$ cat src/rtl/firebird7_in_gate1_tessent_tdr_dmux_ctrl.sv
// rtl/firebird7_in_gate1_tessent_tdr_dmux_ctrl.sv - IJTAG TDR driving the gate1 data-mux select/data override.
// Optional macro TDR_DMUX_PARITY_EN adds an odd-parity bit at SR[0] and rejects updates with bad parity.
module firebird7_in_gate1_tessent_tdr_dmux_ctrl #(
  parameter int                    DATA_WIDTH = 3,
  parameter logic                  SEL_RESET  = 1'b0,
  parameter logic [DATA_WIDTH-1:0] DATA_RESET = '0
) (
  input  logic                  ijtag_tck,
  input  logic                  ijtag_reset,
  input  logic                  ijtag_sel,
  input  logic                  ijtag_ce,
  input  logic                  ijtag_se,
  input  logic                  ijtag_ue,
  input  logic                  ijtag_si,
  output logic                  ijtag_so,
  input  logic [DATA_WIDTH-1:0] functional_data_in,
  output logic                  ijtag_select,
  output logic [DATA_WIDTH-1:0] ijtag_data_out,
  output logic                  short_shift_err
);

`ifdef TDR_DMUX_PARITY_EN
  localparam int PW = 1;
`else
  localparam int PW = 0;
`endif
  localparam int L  = DATA_WIDTH + 1 + PW;
  localparam int CW = $clog2(L + 1);
  localparam logic [CW-1:0] CNT_FULL = CW'(L);

  logic [L-1:0]          sr_q, sr_d;
  logic                  ur_sel_q, ur_sel_d;
  logic [DATA_WIDTH-1:0] ur_data_q, ur_data_d;
  logic [CW-1:0]         cnt_q, cnt_d;
  logic                  err_q, err_d;
  logic [L-1:0]          cap_vec;
  logic                  parity_ok;

`ifdef TDR_DMUX_PARITY_EN
  // Parity bit makes select+data+parity an odd number of ones.
  assign cap_vec   = {ur_sel_q, functional_data_in, ~^{ur_sel_q, functional_data_in}};
  assign parity_ok = ^sr_q;
`else
  assign cap_vec   = {ur_sel_q, functional_data_in};
  assign parity_ok = 1'b1;
`endif

  always_comb begin
    sr_d      = sr_q;
    ur_sel_d  = ur_sel_q;
    ur_data_d = ur_data_q;
    cnt_d     = cnt_q;
    err_d     = err_q;
    if (ijtag_sel) begin
      if (ijtag_ce) begin
        sr_d  = cap_vec;
        cnt_d = '0;
      end else if (ijtag_se) begin
        sr_d  = {ijtag_si, sr_q[L-1:1]};
        cnt_d = (cnt_q == CNT_FULL) ? cnt_q : cnt_q + 1'b1;
      end else if (ijtag_ue) begin
        if (cnt_q == CNT_FULL && parity_ok) begin
          ur_sel_d  = sr_q[L-1];
          ur_data_d = sr_q[L-2 -: DATA_WIDTH];
        end else begin
          err_d = 1'b1;
        end
      end
    end
  end

  always_ff @(posedge ijtag_tck or negedge ijtag_reset) begin
    if (!ijtag_reset) begin
      sr_q      <= '0;
      ur_sel_q  <= SEL_RESET;
      ur_data_q <= DATA_RESET;
      cnt_q     <= '0;
      err_q     <= 1'b0;
    end else begin
      sr_q      <= sr_d;
      ur_sel_q  <= ur_sel_d;
      ur_data_q <= ur_data_d;
      cnt_q     <= cnt_d;
      err_q     <= err_d;
    end
  end

  assign ijtag_so        = sr_q[0];
  assign ijtag_select    = ur_sel_q;
  assign ijtag_data_out  = ur_data_q;
  assign short_shift_err = err_q;

endmodule

$ cat config.mk
export PLATFORM = sky130hd
export DESIGN_NAME = firebird7_in_gate1_tessent_tdr_dmux_ctrl
export DESIGN_NICKNAME = d
export VERILOG_FILES = /design/src/rtl/firebird7_in_gate1_tessent_tdr_dmux_ctrl.sv
export SDC_FILE = /design/constraint.sdc
export NUM_CORES = 1
export LEC_CHECK = 0
export BUFFER_PORTS_ARGS = -buffer_cell sky130_fd_sc_hd__buf_4
export CORE_AREA = 2 2 39 41
export DETAILED_ROUTE_END_ITERATION = 8
export DIE_AREA = 0 0 41 43
export HOLD_SLACK_MARGIN = 0.15
export PLACE_DENSITY = 0.75
export SLEW_MARGIN = 20
export SYNTH_ARGS = -nofsm -noshare
export SYNTH_HDL_FRONTEND = slang
export SYNTH_SLANG_ARGS = --single-unit
$ cat constraint.sdc
create_clock -name ijtag_tck -period 1.62 [get_ports ijtag_tck]
set_input_delay 0.324 -clock ijtag_tck [delete_from_list [all_inputs] [get_ports ijtag_tck]]
set_output_delay 0.324 -clock ijtag_tck [all_outputs]
set_load 0.005 [all_outputs]
* Word-level counts from Yosys, hierarchy flattened *
Index checks and enable logic that the tools add are counted.
Widths: inputs -> output; s select.

word-level totals
  register bits after elaboration = 12
  input port bits = 10

operators by class
  $add $sub $neg = 1
  eq/ne operators = 2
  multiplexer cells = 5
  bitwise logic cells = 3
  reductions and logical operators = 5

operator list
  cell                 count
  $reduce_and 5->1     2
  $mux 3               3
  $mux 4               2
  $add 3x1->3 const B  1
  $eq 3x3->1 const B   1
  $not 1->1            3
  $reduce_and 3->1     1
  $ne 2x2->1 const B   1
  $reduce_and 2->1     1
  $reduce_bool 2->1    1

* Depth between registers and ports, before layout *
  depth after elaboration = 4
  gate-level depth with buffers = 5

* Least setup slack after synthesis *
No wires, ideal clock.

  kind = register to register
  start point = register cnt_q[0]
  end point = register ur_data_q[0], in the netlist ijtag_data_out[0]
  arrival = 1.334 ns
  slack = 0.159 ns
  cell stages (with the launch flop) = 6
  cell sequence = dfrtp_1 > inv_1 > ha_1 > nand2_1 > nor4_4 > mux2_1

on the way
  word-level cells in the longest chain between the ends = 2

ends and longest elaborated chain
  item                               RTL line  text
  start, declared                    34        logic [CW-1:0] cnt_q, cnt_d;
  start signal, assigned             83        cnt_q <= cnt_d;
  $eq 3x3->1                         62        if (cnt_q == CNT_FULL && parity_ok) begin
  $reduce_and 5->1 (no source line)  --
  end signal, assigned               82        ur_data_q <= ur_data_d;
  end, declared                      33        logic [DATA_WIDTH-1:0] ur_data_q, ur_data_d;

Every way passes these cells.
A chain may end at the register's enable or synchronous reset.

* Worst setup path in the final report *
Same ends and word-level chain as after synthesis.

==> out/qor_table.md <==
| Step | Result | Value |
|:---|:---|:---|
| outcome | Run status | finished clean |
| global routing | Maximum number of pins on one net before global-route repair | 17 |
| detailed routing | Vias after detailed routing | 500 |
| synth | Seq cells post-synth | 12 |
| setup path | Maximum fanout along the worst path | 4 |
| clock tree | CTS root buffer | clkbuf_4 |
| floorplan | Die W | 41 um |
| setup path | Number of buffer and inverter instances along the worst setup path | 1 |
| floorplan | Starting utilization of the core area | 43.3% |
| timing | Maximum frequency from static timing analysis | 661 MHz |
| synth | Flip-flop cell with the highest count after synthesis | dfrtp_1 |
| timing | Fin Clk Skew | 0.000690 ns |
| clock tree | Clock tree from TritonCTS | built |
| pwr | Cell-internal power | 520 uW |
| synth | Yosys top cell area share | 50.1% |
| synth | Biggest area contributors in the synthesized netlist | dfrtp_1 (50%), mux2_1 (7.5%), nand2_1 (4.4%) |
| finish | Post-route cell area | 771 sq um |
| finish | Share of final-layout standard cells stronger than drive strength 1 | 28.4% |
| setup path | Critical path startpoint category | register |
| timing | Fraction of the cycle the final worst path needs | 93.4% |
| detailed routing | Number of DRC markers in iteration 0 | 14 |
| pwr | Maximum vdd drop | 0.000544 V |
| setup path | Critical path data required time | 1.78 ns |
| min path | Hold WC Path Type | input port to register |
| timing | Number of hold violations in the final report | 0 |
| timing | Final Max Tran Viols | 0 |
| synth | Post-synthesis net count | 68 |
| synth | Sequential fraction of the synthesis area | 50.1% |
| floorplan | Area inside the core boundary | 1380 sq um |
| setup path | Data arrival time of the critical path | 1.67 ns |
| synth | Syn_area_per_cell | 10.7 sq um |
| placement | DP Area | 724 sq um |
| timing | Worst path setup slack after routing | 0.108 ns |
| clock tree | Clock-pin slew on the worst setup and hold paths | 0.07 ns |
| floorplan | I/O pin total | 16 |
| synth | Yosys warning count | 0 |
| synth | Share of async-settable or async-resettable flops after synthesis | 100% |
| synth | Netlist area before placement | 599 sq um |
| global routing | Via count of the first global-routing pass | 418 |
| setup path | Critical Path Max Stage Delay | 0.40 ns |
| timing | Post-layout min period | 1.51 ns |
| setup path | Family with the most delay on the worst path | flip-flops |
| finish | Layout overhead on the synthesized area | 28.6% |
| synth | Most frequent cells after synthesis | dfrtp_1 (12), nand2_1 (7), a21oi_1 (4), mux2_1 (4), o22ai_1 (4) |
| finish | Final antenna diode count | 0 |
| timing | Final setup viols | 0 |
| synth | Number of flops mapped to enable cells by yosys | 0 |
| synth | Count leader, synth | dfrtp_1 |
| synth | Count of mapped cells out of synthesis | 56 |
| detailed routing | Vias per cell | 5.56 |
| synth | Post-synthesis cell type with the largest combined area | dfrtp_1 |
| detailed routing | Number of optimization iterations in the first detailed-route pass | 4 |
| floorplan | Number of placement rows | 14 |
| clock tree | CTS H-tree depth | 1 |
| clock tree | Worst skew pair latency | 0.27 ns |
| timing | RSZ-0062 raised after global routing | yes |
| placement | Post-placement setup slack | 0.0269 ns |
| detailed routing | Detailed Route WL | 1.21 mm |
| timing | Worst-Margin Slew | 0.329 ns |
| pwr | Net switching power figure | 176 uW |
| setup path | Slowest-stage cell, CP | dfrtp_1 |
| pwr | Leakage power of the design | 0.377 nW |
| setup path | Worst Setup End Kind | register |
| detailed routing | Antenna Nets Post-Route | 0 |
| timing | Slew Limit Headroom | 77.9% |
| finish | Final Net Count | 87 |
| placement | RePlAce Congestion | 0.796 |
| floorplan | Area of the die | 1760 sq um |
| detailed routing | Routed wire length per instance | 13.5 um |
| setup path | Setup CP Type | register to register |
| pwr | Sequential fraction of design power | 49.5% |
| clock tree | CTS sink count | 12 |
| detailed routing | Number of remaining DRC errors | 0 |
| global routing | Final global-route overflow total | 0 |
| pwr | Switching share of power | 25.3% |
| pwr | Total power divided by cell area | 903 nW/um^2 |
| setup path | Cells traversed along the worst timing path | inv_1 > ha_1 > nand2_1 > nor4_4 > mux2_1 |
| placement | Total of buffers placed on input and output ports | 15 |
| placement | Detailed placer's ending HPWL | 892 um |
| flow run | Number of maximum-capacitance violations | 0 |
| pwr | Part of the power in combinational logic | 16.3% |
| global routing | Global Route Usage Sum | 16.1% |
| synth | Number of library cell types mapped by synthesis | 20 |
| global routing | Wire length of the first global-routing pass | 1.83 mm |
| clock tree | Total CTS buffers | 3 |
| pwr | Share of total power in the clock network | 34.2% |
| global routing | Antenna violations before repair | 0 |
| clock tree | Number of buffers between clock root and the deepest sink | 2 |
| floorplan | Y dimension of the die | 43 um |
==> final timing paths <==
kind | start | end | slack (ns) | depth (start not counted)
hold / removal | ijtag_ue | short_shift_err | 0.31 | 2
setup reg to reg | cnt_q[0] | ijtag_data_out[0] | 0.11 | 5
min in group asynchronous | ijtag_reset | cnt_q[1] | 0.41 | 2
hold reg to reg | ijtag_data_out[1] | ijtag_data_out[1] | 0.49 | 1
max in group asynchronous | ijtag_reset | ijtag_select | 1.06 | 2
setup / recovery | cnt_q[0] | ijtag_data_out[0] | 0.11 | 5
==> layout by cell type, fill, tap and decap left out, drive strengths merged <==
master       count
a21boi           1
a21oi            4
a22o             3
a31oi            1
a41o             1
and3             2
buf             15
clkbuf           4
dfrtp           12
dlygate4sd3      1
ha               2
inv              3
mux2             4
nand2            7
nand3b           3
nand4b           1
nor2             1
nor4             1
o21ai            4
o22ai            4
==> layout make-up <==
cell class	instances	area (sq um)
fill	117	613
clock buffer	4	36.3
inverter	3	11.3
tap	16	20.0
multi-input combinational	39	280
sequential	12	300
timing repair buffer	16	123
==> power groups by stage <==
stage	logic (mW)	clock network, mW	registers, mW
after floorplan	0.0585	0	0.346
after global placement	0.109	0	0.350
after detailed placement	0.112	0	0.350
after CTS	0.115	0.245	0.344
after global routing	0.127	0.263	0.347
final	0.113	0.238	0.344
==> flip-flops by register name, summed over array words and instances, names as in the netlist <==
name and flops:
sr_q 4, ijtag_select 1, short_shift_err 1, cnt_q 3, ijtag_data_out 3
==> per-layer routing <==
metal / up-vias / wire [um] / GRT usage (%)
li1: 244 / - / -
met1: 236 / 533 / 20.5
met5: - / 0 / 0
met4: 0 / 48 / 13.3
met3: 6 / 45 / 3.14
met2: 14 / 584 / 22.2
==> cells by family (layout without fill, tap and decap cells) <==
| logic type | Yosys count | in the layout | share of synthesized area, % |
|---|---|---|---|
| compound gates | 18 | 18 | 19.2 |
| fa+ha+maj | 2 | 2 | 4.17 |
| buf+inv | 5 | 23 | 3.13 |
| flops | 12 | 12 | 50.1 |
| mux | 4 | 4 | 7.52 |
| simple gates | 15 | 15 | 15.9 |
==> per-stage QoR <==
stage	TNS (ns)	cells	power (mW)	util (%)	hold slack (ns)
3_5_place_dp	0	85	0.462	52.4	0.173
3_3_place_gp	0	85	0.459	52.4	0.170
5_1_grt	-0.00791	90	0.736	55.7	0.306
6_report	0	90	0.696	55.7	0.311
4_1_cts	0	90	0.705	55.7	0.308
2_1_floorplan	0	56	0.404	-	0.0284
==> repair_timing <==
action                                  CTS  global route
endpoints found under the hold margin    12             0
setup buffers                             0             0
resized for setup                         0             0
endpoints found under the setup margin    0             4
hold buffers                              1             0
Note: power is estimated with default switching activity, not from simulation.
